$ cat src/rtl/jzjpcc_pkg.sv
// Shared types and helpers for the jzjpcc memory stage: funct3 encodings,
// FSM states, store size masks and the alignment/legality check.
package jzjpcc_pkg;

  typedef enum logic [2:0] {
    LB  = 3'd0,
    LH  = 3'd1,
    LW  = 3'd2,
    LD  = 3'd3,
    LBU = 3'd4,
    LHU = 3'd5,
    LWU = 3'd6
  } load_f3_t;

  typedef enum logic [2:0] {
    SB = 3'd0,
    SH = 3'd1,
    SW = 3'd2,
    SD = 3'd3
  } store_f3_t;

  typedef enum logic [1:0] {
    IDLE,
    REQ,
    WAIT,
    DRAIN
  } mem_state_t;

  localparam logic [7:0] MASK_B = 8'h01;
  localparam logic [7:0] MASK_H = 8'h03;
  localparam logic [7:0] MASK_W = 8'h0F;
  localparam logic [7:0] MASK_D = 8'hFF;

  function automatic logic [7:0] size_mask(input logic [1:0] size);
    case (size)
      2'd0:    return MASK_B;
      2'd1:    return MASK_H;
      2'd2:    return MASK_W;
      default: return MASK_D;
    endcase
  endfunction

  // Illegal funct3 values are folded into the misaligned trap.
  function automatic logic access_bad(input logic       is_load,
                                      input logic       is_store,
                                      input logic [2:0] f3,
                                      input logic [2:0] lo,
                                      input logic       wide);
    logic bad;
    bad = 1'b0;
    if (is_load) begin
      case (f3)
        LB, LBU:  bad = 1'b0;
        LH, LHU:  bad = lo[0];
        LW:       bad = (lo[1:0] != 2'b00);
        LWU:      bad = !wide || (lo[1:0] != 2'b00);
        LD:       bad = !wide || (lo != 3'b000);
        default:  bad = 1'b1;
      endcase
    end else if (is_store) begin
      case (f3)
        SB:       bad = 1'b0;
        SH:       bad = lo[0];
        SW:       bad = (lo[1:0] != 2'b00);
        SD:       bad = !wide || (lo != 3'b000);
        default:  bad = 1'b1;
      endcase
    end
    return bad;
  endfunction

endpackage

$ cat src/rtl/jzjpcc_load_align.sv
// Load data alignment: picks the addressed lane out of the bus word and
// sign- or zero-extends it according to the load funct3.
module jzjpcc_load_align
  import jzjpcc_pkg::*;
#(
  parameter int DATA_WIDTH = 32
) (
  input  logic [DATA_WIDTH-1:0]               rdata,
  input  logic [$clog2(DATA_WIDTH/8)-1:0]     offset,
  input  logic [2:0]                          funct3,
  output logic [DATA_WIDTH-1:0]               result
);

  logic [DATA_WIDTH-1:0] lane;

  // NOTE: every combinational output gets a default first so no latch is inferred.
  always_comb begin
    lane   = rdata >> {offset, 3'b000};
    result = lane;
    case (funct3)
      LB:      result = DATA_WIDTH'($signed(lane[7:0]));
      LH:      result = DATA_WIDTH'($signed(lane[15:0]));
      LW:      result = DATA_WIDTH'($signed(lane[31:0]));
      LBU:     result = DATA_WIDTH'(lane[7:0]);
      LHU:     result = DATA_WIDTH'(lane[15:0]);
      LWU:     result = DATA_WIDTH'(lane[31:0]);
      default: result = lane;
    endcase
  end

endmodule

$ cat src/rtl/jzjpcc_memory_stage.sv
// jzjpcc memory stage: holds one execute-stage op, issues it over a valid/ready
// memory bus, stalls execute until it completes and emits a registered WB bundle.
module jzjpcc_memory_stage
  import jzjpcc_pkg::*;
#(
  parameter int DATA_WIDTH = 32,
  parameter int ADDR_WIDTH = 32
) (
  input  logic                                        clock,
  input  logic                                        reset,
  input  logic                                        ex_valid,
  input  logic                                        ex_is_load,
  input  logic                                        ex_is_store,
  input  logic [2:0]                                  ex_funct3,
  input  logic [ADDR_WIDTH-1:0]                       ex_addr,
  input  logic [DATA_WIDTH-1:0]                       ex_store_data,
  input  logic [DATA_WIDTH-1:0]                       ex_alu_result,
  input  logic [4:0]                                  ex_rd_addr,
  input  logic                                        ex_rd_we,
  input  logic                                        flush,
  output logic                                        ex_stall,
  output logic                                        mem_req_valid,
  input  logic                                        mem_req_ready,
  output logic                                        mem_req_write,
  output logic [ADDR_WIDTH-$clog2(DATA_WIDTH/8)-1:0]  mem_req_addr,
  output logic [DATA_WIDTH-1:0]                       mem_req_wdata,
  output logic [DATA_WIDTH/8-1:0]                     mem_req_bytemask,
  input  logic                                        mem_rsp_valid,
  input  logic [DATA_WIDTH-1:0]                       mem_rsp_rdata,
  output logic                                        wb_valid,
  output logic [4:0]                                  wb_rd_addr,
  output logic                                        wb_rd_we,
  output logic [DATA_WIDTH-1:0]                       wb_rd_data,
  output logic                                        wb_misaligned
);

  localparam int   BYTES = DATA_WIDTH / 8;
  localparam int   OFFS  = $clog2(BYTES);
  localparam logic WIDE  = (DATA_WIDTH == 64);

  typedef struct packed {
    logic                  valid;
    logic                  is_load;
    logic                  is_store;
    logic                  bad;
    logic [2:0]            funct3;
    logic [ADDR_WIDTH-1:0] addr;
    logic [DATA_WIDTH-1:0] wdata;
    logic [DATA_WIDTH-1:0] alu;
    logic [4:0]            rd_addr;
    logic                  rd_we;
  } m_op_t;

  mem_state_t            state_q, state_d;
  m_op_t                 m_q, m_d, ex_op;
  logic                  m_done, m_retire, capture;
  logic [DATA_WIDTH-1:0] load_data;
  logic [15:0]           mask_wide;

  logic                  wb_valid_q, wb_valid_d;
  logic [4:0]            wb_rd_addr_q, wb_rd_addr_d;
  logic                  wb_rd_we_q, wb_rd_we_d;
  logic [DATA_WIDTH-1:0] wb_rd_data_q, wb_rd_data_d;
  logic                  wb_misaligned_q, wb_misaligned_d;

  jzjpcc_load_align #(.DATA_WIDTH(DATA_WIDTH)) u_load_align (
    .rdata  (mem_rsp_rdata),
    .offset (m_q.addr[OFFS-1:0]),
    .funct3 (m_q.funct3),
    .result (load_data)
  );

  always_comb begin
    ex_op          = '0;
    ex_op.valid    = 1'b1;
    ex_op.is_load  = ex_is_load;
    ex_op.is_store = ex_is_store & ~ex_is_load;
    ex_op.funct3   = ex_funct3;
    ex_op.addr     = ex_addr;
    ex_op.wdata    = ex_store_data;
    ex_op.alu      = ex_alu_result;
    ex_op.rd_addr  = ex_rd_addr;
    ex_op.rd_we    = ex_rd_we;
    ex_op.bad      = access_bad(ex_op.is_load, ex_op.is_store, ex_funct3,
                                ex_addr[2:0], WIDE);
  end

  // m_done: the op leaves M this cycle; m_retire: it leaves with a writeback.
  always_comb begin
    state_d       = state_q;
    m_done        = 1'b0;
    m_retire      = 1'b0;
    mem_req_valid = 1'b0;
    ex_stall      = 1'b0;
    unique case (state_q)
      IDLE: begin
        m_done   = m_q.valid;
        m_retire = m_q.valid & ~flush;
      end
      REQ: begin
        mem_req_valid = ~flush | mem_req_ready;
        if (mem_req_ready) begin
          if (m_q.is_load) begin
            state_d  = flush ? DRAIN : WAIT;
            m_done   = flush;
            ex_stall = 1'b1;
          end else begin
            state_d  = IDLE;
            m_done   = 1'b1;
            m_retire = ~flush;
          end
        end else if (flush) begin
          state_d = IDLE;
          m_done  = 1'b1;
        end else begin
          ex_stall = 1'b1;
        end
      end
      WAIT: begin
        if (mem_rsp_valid) begin
          state_d  = IDLE;
          m_done   = 1'b1;
          m_retire = ~flush;
        end else if (flush) begin
          state_d  = DRAIN;
          m_done   = 1'b1;
          ex_stall = 1'b1;
        end else begin
          ex_stall = 1'b1;
        end
      end
      DRAIN: begin
        ex_stall = 1'b1;
        if (mem_rsp_valid) state_d = IDLE;
      end
      default: state_d = IDLE;
    endcase

    capture = ex_valid & ~ex_stall & ~flush;
    m_d     = m_q;
    if (capture) begin
      m_d     = ex_op;
      state_d = ((ex_op.is_load | ex_op.is_store) & ~ex_op.bad) ? REQ : IDLE;
    end else if (m_done) begin
      m_d.valid = 1'b0;
    end
  end

  always_comb begin
    mem_req_write    = m_q.is_store;
    mem_req_addr     = m_q.addr[ADDR_WIDTH-1:OFFS];
    mem_req_wdata    = '0;
    for (int i = 0; i < BYTES; i++) begin
      mem_req_wdata[i*8 +: 8] =
        m_q.wdata[(i & ((1 << m_q.funct3[1:0]) - 1)) * 8 +: 8];
    end
    mask_wide        = {8'h00, size_mask(m_q.funct3[1:0])} << m_q.addr[OFFS-1:0];
    mem_req_bytemask = m_q.is_store ? mask_wide[BYTES-1:0] : '1;
  end

  always_comb begin
    wb_valid_d      = m_retire;
    wb_rd_addr_d    = m_retire ? m_q.rd_addr : 5'd0;
    wb_rd_we_d      = m_retire & m_q.rd_we & ~m_q.bad & ~m_q.is_store;
    wb_misaligned_d = m_retire & m_q.bad;
    wb_rd_data_d    = '0;
    if (m_retire) begin
      if (m_q.bad)          wb_rd_data_d = DATA_WIDTH'(m_q.addr);
      else if (m_q.is_load) wb_rd_data_d = load_data;
      else                  wb_rd_data_d = m_q.alu;
    end
  end

  // NOTE: sequential state uses non-blocking assignments so every flop samples pre-edge values.
  always_ff @(posedge clock or negedge reset) begin
    if (!reset) begin
      state_q         <= IDLE;
      m_q             <= '0;
      wb_valid_q      <= 1'b0;
      wb_rd_addr_q    <= 5'd0;
      wb_rd_we_q      <= 1'b0;
      wb_rd_data_q    <= '0;
      wb_misaligned_q <= 1'b0;
    end else begin
      state_q         <= state_d;
      m_q             <= m_d;
      wb_valid_q      <= wb_valid_d;
      wb_rd_addr_q    <= wb_rd_addr_d;
      wb_rd_we_q      <= wb_rd_we_d;
      wb_rd_data_q    <= wb_rd_data_d;
      wb_misaligned_q <= wb_misaligned_d;
    end
  end

  assign wb_valid      = wb_valid_q;
  assign wb_rd_addr    = wb_rd_addr_q;
  assign wb_rd_we      = wb_rd_we_q;
  assign wb_rd_data    = wb_rd_data_q;
  assign wb_misaligned = wb_misaligned_q;

endmodule

$ cat config.mk
export PLATFORM = sky130hd
export DESIGN_NAME = jzjpcc_memory_stage
export DESIGN_NICKNAME = d
export VERILOG_FILES = /design/src/rtl/jzjpcc_pkg.sv /design/src/rtl/jzjpcc_load_align.sv /design/src/rtl/jzjpcc_memory_stage.sv
export SDC_FILE = /design/constraint.sdc
export NUM_CORES = 1
export LEC_CHECK = 0
export CORE_MARGIN = 1.5
export CORE_UTILIZATION = 40
export DETAILED_ROUTE_END_ITERATION = 6
export GPL_TIMING_DRIVEN = 0
export PLACE_DENSITY_LB_ADDON = 0.15
export SYNTH_ARGS = -nofsm -noshare
export SYNTH_HDL_FRONTEND = slang
export SYNTH_HIERARCHICAL = 1
export SYNTH_SLANG_ARGS = --single-unit
$ cat constraint.sdc
create_clock -name clock -period 2.68 [get_ports clock]
set_input_delay 0.536 -clock clock [delete_from_list [all_inputs] [get_ports clock]]
set_output_delay 0.536 -clock clock [all_outputs]
set_load 0.01 [all_outputs]
==> results of run 1 <==
==> how the worst max path moves through the flow <==
stage | start | endpoint | cells past startpoint
finish | m_q[103]$_DFFE_PN0P_ | mem_req_wdata[12] | 5
global route | m_q[103]$_DFFE_PN0P_ | mem_req_wdata[28] | 5
CTS | m_q[103]$_DFFE_PN0P_ | mem_req_wdata[11] | 5
detailed placement | mem_req_ready | m_q[32]$_DFFE_PN0P_ | 6
global placement | reset | mem_req_addr[2]$_DFFE_PN0P_ | 1
floorplan | mem_req_ready | m_q[19]$_DFFE_PN0P_ | 5
==> power breakdown <==
group | switching, mW | leakage [nW] | internal [mW] | total [mW]
logic | 1.26 | 2.68 | 1.69 | 2.95
registers | 0.272 | 1.85 | 2.67 | 2.95
clock network | 0.994 | 0.297 | 1.57 | 2.56
total | 2.53 | 4.82 | 5.93 | 8.46
==> what timing repair did <==
| item | in CTS | in global routing |
|---|---|---|
| endpoints found under the setup margin | 77 | 7 |
| cloned | 0 | 0 |
| buffers inserted | 4 | 1 |
| pin swaps | 2 | 0 |
| resized for setup | 23 | 7 |
| hold buffers | 0 | 0 |
==> stage by stage <==
stage	hold WS (ns)	utilization	setup slack, ns	total power [mW]
after global routing	0.111	0.600	0.00674	8.90
after CTS	0.0989	0.599	0.0280	8.53
final	0.0789	0.600	0.0682	8.46
after detailed placement	0.468	0.561	-0.596	5.91
after global placement	0.463	0.560	-4.98	5.84
after floorplan	0.240	-	0.464	4.58
==> routing by layer <==
metal	share of wire	routed length, um
met5	0	0
met4	0.015	335
met3	0.073	1660
met2	0.49	11100
met1	0.43	9710
==> cell usage after synthesis, types with 2 or more instances <==
library cell	count
dfrtp_1	151
mux2_2	117
mux2i_1	61
buf_4	45
mux2_1	39
nor3_1	35
nand2_1	26
nor2_1	25
clkbuf_1	20
o21ai_0	19
a211oi_1	17
nor2b_1	11
a21oi_1	10
buf_2	9
nor3b_1	6
buf_1	5
inv_1	4
nand2b_1	4
buf_6	2
nand3b_1	2
o21ai_2	2
==> registers in the layout, summed over array words and instances, names as in the netlist <==
| signal | cells |
|---|---|
| state_q | 2 |
| wb_rd_data | 32 |
| wb_rd_we | 1 |
| wb_rd_addr | 5 |
| m_q | 70 |
| mem_req_wdata | 8 |
| mem_req_addr | 30 |
| wb_valid | 1 |
| mem_req_write | 1 |
| wb_misaligned | 1 |
==> area by class of cell <==
class | count | area, sq um | area share
Buffer | 80 | 534 | 0.0476
Clock buffer | 18 | 429 | 0.0382
Clock inverter | 14 | 196 | 0.0175
Inverter | 4 | 15.0 | 0.00134
Multi-Input combinational cell | 391 | 3370 | 0.300
Sequential cell | 151 | 3780 | 0.337
Tap cell | 234 | 293 | 0.0261
Timing Repair Buffer | 259 | 2610 | 0.233
==> cell families (layout without fill, tap and decap cells) <==
| logic type | Yosys count | after routing |
|---|---|---|
| AOI/OAI and AO/OA | 60 | 60 |
| buffers and inverters | 85 | 375 |
| DFF | 151 | 151 |
| muxes | 217 | 217 |
| and+or+nand+nor | 114 | 114 |
==> worst reg2reg max path, delay by kind of cell (launching register included) <==
| kind | cells | cell delay (ns) |
|---|---|---|
| compound gates | 1 | 0.39 |
| buf+inv | 1 | 0.18 |
| flops | 1 | 0.49 |
| mux | 4 | 0.99 |
| simple gates | 2 | 0.22 |
==> impl_results.md, run 1 <==
* Met1 Use GR at 0.296
* Slew HR at 0.461
* Drt total wl at 22,800 um
* Largest family of logic cells by synthesized area: multiplexers
* CTS Sinks at 151
* GPL Wtd Cong at 0.842
* Drt wl/cell at 19.8 um
* Hold WC Path Type: in2async
* Dominant cell type by area after synthesis: dfrtp_1
* Most frequent cells in the layout: clkdlybuf4s50_1, dfrtp_1, mux2_2
* Die Width at around 140 um
* CP required at 2.14 ns
* Critical-path cell list: clkbuf_8 -> nor2_4 -> buf_12 -> mux2_2 -> clkdlybuf4s50_1
* Mux cell area share after synthesis at 0.310
* CTS tree: yes
* GRT overflow at 0
* Htree depth at 4
* Max Cap Viol at 0
* Crit path launch type: register
* Post-Synth Adder-Cell Area at 0
* Antenna cells at 0
* First drt pass iteration count at 4
* Largest net degree at the start of global routing at 94
* Layout cells sized above 1 at 0.250
* Commonest non-fill, non-tap cell in the layout: clkdlybuf4s50_1
* Reg2Reg Launch Point: m_q[70]$_DFFE_PN0P_
* Peak Freq at 0.383 GHz
* Delay-heaviest family, CP: buffers and inverters
* Number of fill cells at ~1,500
* Worst setup EP type: primary output
* Vias in the first global route at 6,365
* Fin. Hold Viols at 0
* Share of the synthesized area in the top cell type at 0.494
* Via density at 5.13
* Simple-Gate Fraction of Synth Area at 0.0733
* Setup Viol. Count Final at 0
* Critical path's slowest cell: clkdlybuf4s50_1
* Total of warnings raised by yosys at 6
* DIE HEIGHT at about 140 um
* Asr flop ratio synth at 1.00
* Fin crit share at 0.975
* P per Cell Area at about 750 nW/um^2
* Starting Density at 0.409
* Final Cell Area at 11,200 sq um
* Post-route DRC at 0
* Post-DP HPWL at 17,200 um
* Synth top area cells: dfrtp_1, mux2_2, mux2i_1
* Worst path arrival time at 2.08 ns
* Post-DP Area at 10,500 sq um
* Avg Cell Area, Syn at 12.2 sq um
* Grt met3 use at 0.0790
* Outcome: finished clean
* Compound-gate portion of the synthesized area at 0.0559
* Reg2reg setup slack at around 0.29 ns
* Max stage delay on crit path at 0.47 ns
* Synth cell types at 38
* Synth Area in XOR/XNOR at 0
* Clk buf depth at 2
* Crit Path Max Fanout at 10
* Post-DRT Antenna Nets at 0
* Measured slew at the worst slew-check pin at just over 0.8 ns
* #FFs+latches synth at 151
* Finished Layout Cells at 1,151
* Rows at 50
* Post-Syn Nets at slightly below 800
* Count of pins over their slew limit at 0
* Post-synth EDFFs at 0
* GR Layer Usage met2 at 0.397
* # nets final at ~1,000
* Critical path buffers and inverters at 3
* PortBufs at 253
* First-pass GRT wire length at 36,000 um
* Lkg Pwr at ~4.8 nW
* Top FF cell, synth: dfrtp_1
* Reg2reg end: wb_rd_data[15]$_DFF_PN0_
* Ports at 254
* Gr busiest metal: met2
* Post-synthesis sequential area ratio at 0.494
* Cts bufs inserted at 17
* Mapped Cells at 627
* Period minus WS final at between 2 and 3 ns
* TNS Setup at 0 ns
* Vias at 5,906
* RSZ-0062 raised after global routing: no
* All-layer global routing usage at 0.237
* Synthesized cell area at approximately 7600 sq um
* DR iter-0 viols at 247
* Clock Tree Root: clkbuf_16
* Die area at 20,000 sq um
* Area growth syn-to-layout at 46.8%
* Cell count after placement at 1,115
* Worst-skew pair later-pin latency at 0.42 ns
* CORE AREA at 18,700 sq um
* Crit Path Class: reg2out
* Maximum VDD drop at a little under 500 uV
* Worst-path clk slew at 0.06 ns
* Initial antenna violation count at 0
* Reg2reg path depth at 8
* Final Skew at 0.0148 ns
No activity file was read; power rests on OpenSTA's default activity.
==> inputs of run 2 (changes only) <==
- REMOVE_ABC_BUFFERS: unset -> 1
==> impl_results.md, run 2 (synthesized netlist as in run 1, its figures left out) <==
* DR iter-0 viols at 209 (-15%)
* Initial antenna violation count at 0 (unchanged)
* Max stage delay on crit path at 0.55 ns (+0.08 ns)
* Fin. Hold Viols at 0 (unchanged)
* Layout cells sized above 1 at 0.231 (-0.0192)
* Clock Tree Root: clkbuf_16
* Critical path launch point: m_q[103]$_DFFE_PN0P_
* CORE AREA at 18,700 sq um (unchanged)
* Final Skew at 0.0100 ns (-0.00480 ns)
* All-layer global routing usage at 0.224 (-0.0123)
* Fin crit share at 0.967 (-0.00724)
* Slew HR at 0.575 (+0.115)
* Post-route DRC at 0 (unchanged)
* Critical path buffers and inverters at 2 (-1)
* P per Cell Area at 742 nW/um^2 (-1.6%)
* Die area at 20,000 sq um (unchanged)
* Critical path depth at 4 (-1)
* DIE HEIGHT at 141 um (unchanged)
* Max reg flops at 70 (unchanged)
* GRT overflow at 0 (unchanged)
* CTS tree: yes
* Reg2Reg Launch Point: m_q[107]$_DFFE_PN0P_
* Worst setup EP type: primary output
* Setup Viol. Count Final at 0 (unchanged)
* CP required at 2.14 ns (about the same)
* Die Width at 141 um (unchanged)
* Peak Freq at 0.386 GHz (+0.75%)
* CTS Sinks at 151 (unchanged)
* Vias at 5,704 (-3.4%)
* Cts bufs inserted at 17 (unchanged)
* Outcome: finished clean
* Count of pins over their slew limit at 0 (unchanged)
* Htree depth at 4 (unchanged)
* Worst-path clk slew at 0.06 ns (about the same)
* Worst path arrival time at 2.06 ns (-0.02 ns)
* Maximum VDD drop at 413 uV (-16%)
* Max Cap Viol at 0 (unchanged)
* Drt wl/cell at 20.2 um (+2.0%)
* Starting Density at 0.409 (unchanged)
* Delay-heaviest family, CP: buffers and inverters
* Largest net degree at the start of global routing at 89 (-5.3%)
* Hold WC Path Type: in2async
* # nets final at 991 (-5.5%)
* Area growth syn-to-layout at 43.8%
* Lkg Pwr at 4.60 nW (-4.7%)
* Measured slew at the worst slew-check pin at 0.637 ns (-0.172 ns)
* Critical path's slowest cell: dfrtp_4
* TNS Setup at 0 ns (unchanged)
* Crit path launch type: register
* Crit Path Class: reg2out
* Post-DP HPWL at 14,800 um (-14%)
* Most frequent cells in the layout: clkdlybuf4s50_1, dfrtp_1, mux2_2
* Reg2reg path depth at 7 (-1)
* PortBufs at 253 (unchanged)
* Worst-skew pair later-pin latency at 0.42 ns (about the same)
* CP endpoint: mem_req_wdata[15]
* Clk buf depth at 2 (unchanged)
* GPL Wtd Cong at 0.805 (-4.3%)
* Biggest register: m_q
* Commonest non-fill, non-tap cell in the layout: clkdlybuf4s50_1
* First drt pass iteration count at 4 (unchanged)
* Antenna cells at 0 (unchanged)
* Drt total wl at 22,100 um (-3.1%)
* Rows at 50 (unchanged)
* RSZ-0062 raised after global routing: no
* Reg2reg setup slack at 0.09 ns (-0.20 ns)
* Post-DRT Antenna Nets at 0 (unchanged)
* Vias in the first global route at 6,076 (-4.5%)
* Critical-path cell list: nor2_4 -> buf_4 -> mux2_2 -> clkdlybuf4s50_1
* Period minus WS final at 2.59 ns (-0.0194 ns)
* Via density at 5.22 (+1.7%)
* Crit Path Max Fanout at 5 (-5)
* First-pass GRT wire length at 34,300 um (-4.9%)
* Reg2reg end: mem_req_addr[16]$_DFFE_PN0P_
* Core Util, Final at 0.588 (-0.0123)
* Ports at 254 (unchanged)
run 2: cell count changes in the layout (fill, tap and decap cells not counted), sizes merged:
cell and change:
buf -39, clkbuf -18, clkdlybuf4s50 +7, dlygate4sd2 -6, bufinv -3, clkinvlp +2, dlymetal6s2s -2, inv +2
clkinv -1
run 2: power breakdown:
part | switching, mW | internal, mW
Sequential | 0.373 | 2.68
Clock | 1.03 | 1.32
Combinational | 1.13 | 1.62
Total | 2.53 | 5.63
run 2: timing repair:
action                                  in CTS  in global routing
hold buffers                                 0                  0
buffers inserted                            15                  1
pin swaps                                    2                  1
resized for setup                           11                  5
endpoints found under the setup margin     159                 35
run 2: routing by layer:
| layer | GRT usage | wire length (um) | share of wire |
|---|---|---|---|
| met1 | 0.292 | 9560 | 0.43 |
| met2 | 0.373 | 11000 | 0.50 |
| met3 | 0.0442 | 1140 | 0.051 |
| met4 | 0.0800 | 437 | 0.020 |
| met5 | 0 | 0 | 0 |
run 2: area by class of cell:
cell class / instances / area, sq um
timing repair buffer: 281 / 2930
sequential: 151 / 3800
inverter: 4 / 15.0
tap: 234 / 293
clock buffer: 18 / 439
clock inverter: 14 / 139
multi-input combinational: 391 / 3380
fill: 1531 / 7710
run 2: worst reg2reg max path: cells and delay by family, from the launching register on:
family / cells / cell delay (ns)
DFF: 1 / 0.60
buffers and inverters: 4 / 0.66
AOI/OAI and AO/OA: 1 / 0.44
and+or+nand+nor: 1 / 0.44
muxes: 1 / 0.35
run 2: through the flow:
stage | instances | setup WS, ns | hold WS (ns) | cell area, sq um | total power, mW
3_3_place_gp | 1033 | -6.11 | 0.463 | 9970 | 5.61
2_1_floorplan | 546 | -2.92 | 0.240 | 7150 | 4.36
5_1_grt | 1093 | 0.000914 | 0.148 | 11000 | 8.58
4_1_cts | 1092 | 0.00429 | 0.117 | 11000 | 8.21
6_report | 1093 | 0.0876 | 0.0860 | 11000 | 8.16
3_5_place_dp | 1045 | -1.16 | 0.473 | 10200 | 5.68
run 2: worst min-delay path by stage:
stage,from,to,slack (ns),cells past startpoint
finish,reset,m_q[65]$_DFFE_PN0P_,0.09,1
CTS,reset,m_q[65]$_DFFE_PN0P_,0.12,1
floorplan,reset,m_q[0]$_DFFE_PN0P_,0.24,0
global route,reset,m_q[57]$_DFFE_PN0P_,0.15,1
detailed placement,m_q[35]$_DFFE_PN0P_,m_q[35]$_DFFE_PN0P_,0.47,1
global placement,m_q[21]$_DFFE_PN0P_,m_q[21]$_DFFE_PN0P_,0.46,1
==> inputs of run 3 (changes only) <==
- SETUP_SLACK_MARGIN: unset -> 0.02
- SLEW_MARGIN: unset -> 15
==> impl_results.md, run 3 (synthesized netlist as in run 1, its figures left out) <==
* Outcome: finished clean
* Max stage delay on crit path at 0.53 ns (-0.02 ns)
* Maximum VDD drop at 410 uV (-0.52%)
* Lkg Pwr at 4.59 nW (-0.28%)
* Commonest non-fill, non-tap cell in the layout: clkdlybuf4s50_1
* Worst-skew pair later-pin latency at 0.42 ns (about the same)
* RSZ-0062 raised after global routing: no
* Initial antenna violation count at 0 (unchanged)
* Crit Path Max Fanout at 6 (+1)
* Crit path launch type: register
* Drt total wl at 21,400 um (-3.2%)
* Finished Layout Cells at 1,096 (+0.27%)
* Reg2reg end: mem_req_addr[16]$_DFFE_PN0P_
* Setup Viol. Count Final at 0 (unchanged)
* Via density at 5.18 (-0.75%)
* P per Cell Area at 738 nW/um^2 (-0.49%)
* Hold WC Path Type: in2async
* Vias in the first global route at 5,992 (-1.4%)
* Layout cells sized above 1 at 0.231 (+0.000358)
* Fin. Hold Viols at 0 (unchanged)
* DR iter-0 viols at 207 (-0.96%)
* Worst path arrival time at 2.06 ns (about the same)
* Largest net degree at the start of global routing at 80 (-10%)
* Post-DRT Antenna Nets at 0 (unchanged)
* Reg2reg path depth at 7 (unchanged)
* Cell count after placement at 1,048 (+0.29%)
* Area growth syn-to-layout at 43.1%
* Htree depth at 4 (unchanged)
* # nets final at 994 (+0.30%)
* Most frequent cells in the layout: clkdlybuf4s50_1, dfrtp_1, mux2_2
* Clock Tree Root: clkbuf_16
* CTS tree: yes
* Fin crit share at 0.968 (about the same)
* Reg2reg setup slack at 0.10 ns (about the same)
* PortBufs at 253 (unchanged)
* First drt pass iteration count at 5 (+1)
* Peak Freq at 0.386 GHz (about the same)
* CORE AREA at 18,700 sq um (unchanged)
* All-layer global routing usage at 0.216 (-0.00838)
* Starting Density at 0.409 (unchanged)
* Vias at 5,677 (-0.47%)
* Die Width at 141 um (unchanged)
* Biggest register: m_q
* CTS Sinks at 151 (unchanged)
* TNS Setup at 0 ns (unchanged)
* Max reg flops at 70 (unchanged)
* GPL Wtd Cong at 0.805 (unchanged)
* Count of pins over their slew limit at 0 (unchanged)
* Reg2Reg Launch Point: state_q[1]$_DFFE_PN0P_
* Slew HR at 0.585 (+0.0102)
* Final Skew at 0.00795 ns (-0.00209 ns)
* Max Cap Viol at 0 (unchanged)
* Ports at 254 (unchanged)
* DIE HEIGHT at 141 um (unchanged)
* Cts bufs inserted at 17 (unchanged)
* CP required at 2.14 ns (about the same)
* Clk buf depth at 2 (unchanged)
* Rows at 50 (unchanged)
* Critical-path cell list: nor2_4 -> buf_4 -> mux2_2 -> clkdlybuf4s50_1
* Post-DP HPWL at 15,000 um (+1.3%)
* Antenna cells at 0 (unchanged)
* Die area at 20,000 sq um (unchanged)
* Critical path's slowest cell: dfrtp_4
* Period minus WS final at 2.59 ns (+0.00129 ns)
* Measured slew at the worst slew-check pin at 0.619 ns (-0.0182 ns)
* Worst-path clk slew at 0.06 ns (about the same)
* Drt wl/cell at 19.5 um (-3.5%)
* Worst setup EP type: primary output
* Number of fill cells at 1,528 (-0.20%)
* Crit Path Class: reg2out
* Post-route DRC at 0 (unchanged)
* First-pass GRT wire length at 33,100 um (-3.3%)
* GRT overflow at 0 (unchanged)
run 3: repair_timing:
action	4_1_cts	5_1_grt
resized for setup	12	3
pin swaps	2	0
cloned	0	0
setup endpoints to repair	149	23
endpoints found under the hold margin	0	0
setup buffers	15	1
hold buffers	0	0
run 3: worst max-delay path, delay by kind of cell (launching register included):
kind | cells | cell delay [ns]
buf+inv | 2 | 0.62
simple gates | 1 | 0.16
flops | 1 | 0.53
mux | 1 | 0.32
run 3: layout make-up:
class	count	area (sq um)	share of cell area
Timing Repair Buffer	284	2890	0.264
Clock inverter	14	140	0.0128
Tap cell	234	293	0.0267
Multi-Input combinational cell	391	3380	0.309
Clock buffer	18	429	0.0392
Inverter	4	15.0	0.00137
Sequential cell	151	3800	0.347
run 3: per-stage QoR:
stage | area [sq um] | total power [mW] | hold slack, ns | setup slack (ns) | utilization
after floorplan | 7150 | 4.36 | 0.240 | -2.92 | -
after global placement | 9970 | 5.61 | 0.463 | -6.11 | 0.533
after detailed placement | 10200 | 5.71 | 0.476 | -1.14 | 0.545
after CTS | 10900 | 8.15 | 0.0873 | 0.0408 | 0.584
after global routing | 10900 | 8.50 | 0.107 | 0.0217 | 0.585
final | 10900 | 8.08 | 0.0514 | 0.0863 | 0.585
run 3: worst max path at each step:
stage                     depth (start not counted)  slack (ns)                           end            startpoint
final                                             4        0.09             mem_req_wdata[13]  m_q[102]$_DFFE_PN0P_
after detailed placement                          7       -1.14            m_q[5]$_DFFE_PN0P_         mem_req_ready
after floorplan                                   3       -2.92            m_q[0]$_DFFE_PN0P_  m_q[107]$_DFFE_PN0P_
after CTS                                         5        0.04                      ex_stall         mem_rsp_valid
after global routing                              3        0.02           mem_req_bytemask[2]   m_q[71]$_DFFE_PN0P_
after global placement                            3       -6.11  mem_req_addr[17]$_DFFE_PN0P_                 flush
run 3: metal layers:
metal | global-route usage | routed length [um] | share of wire | vias to the layer above
met5 | 0 | 0 | 0 | -
met4 | 0.0718 | 353 | 0.016 | 0
met3 | 0.0469 | 1160 | 0.054 | 21
met2 | 0.365 | 10700 | 0.50 | 158
met1 | 0.276 | 9180 | 0.43 | 2857
li1 | - | - | - | 2641
run 3: power by group:
part           total (mW)  switching [mW]  leakage, nW  internal, mW
registers            3.00           0.325         1.85          2.68
clock network        2.33            1.03        0.267          1.30
logic                2.75            1.14         2.47          1.61
total                8.08            2.49         4.59          5.59
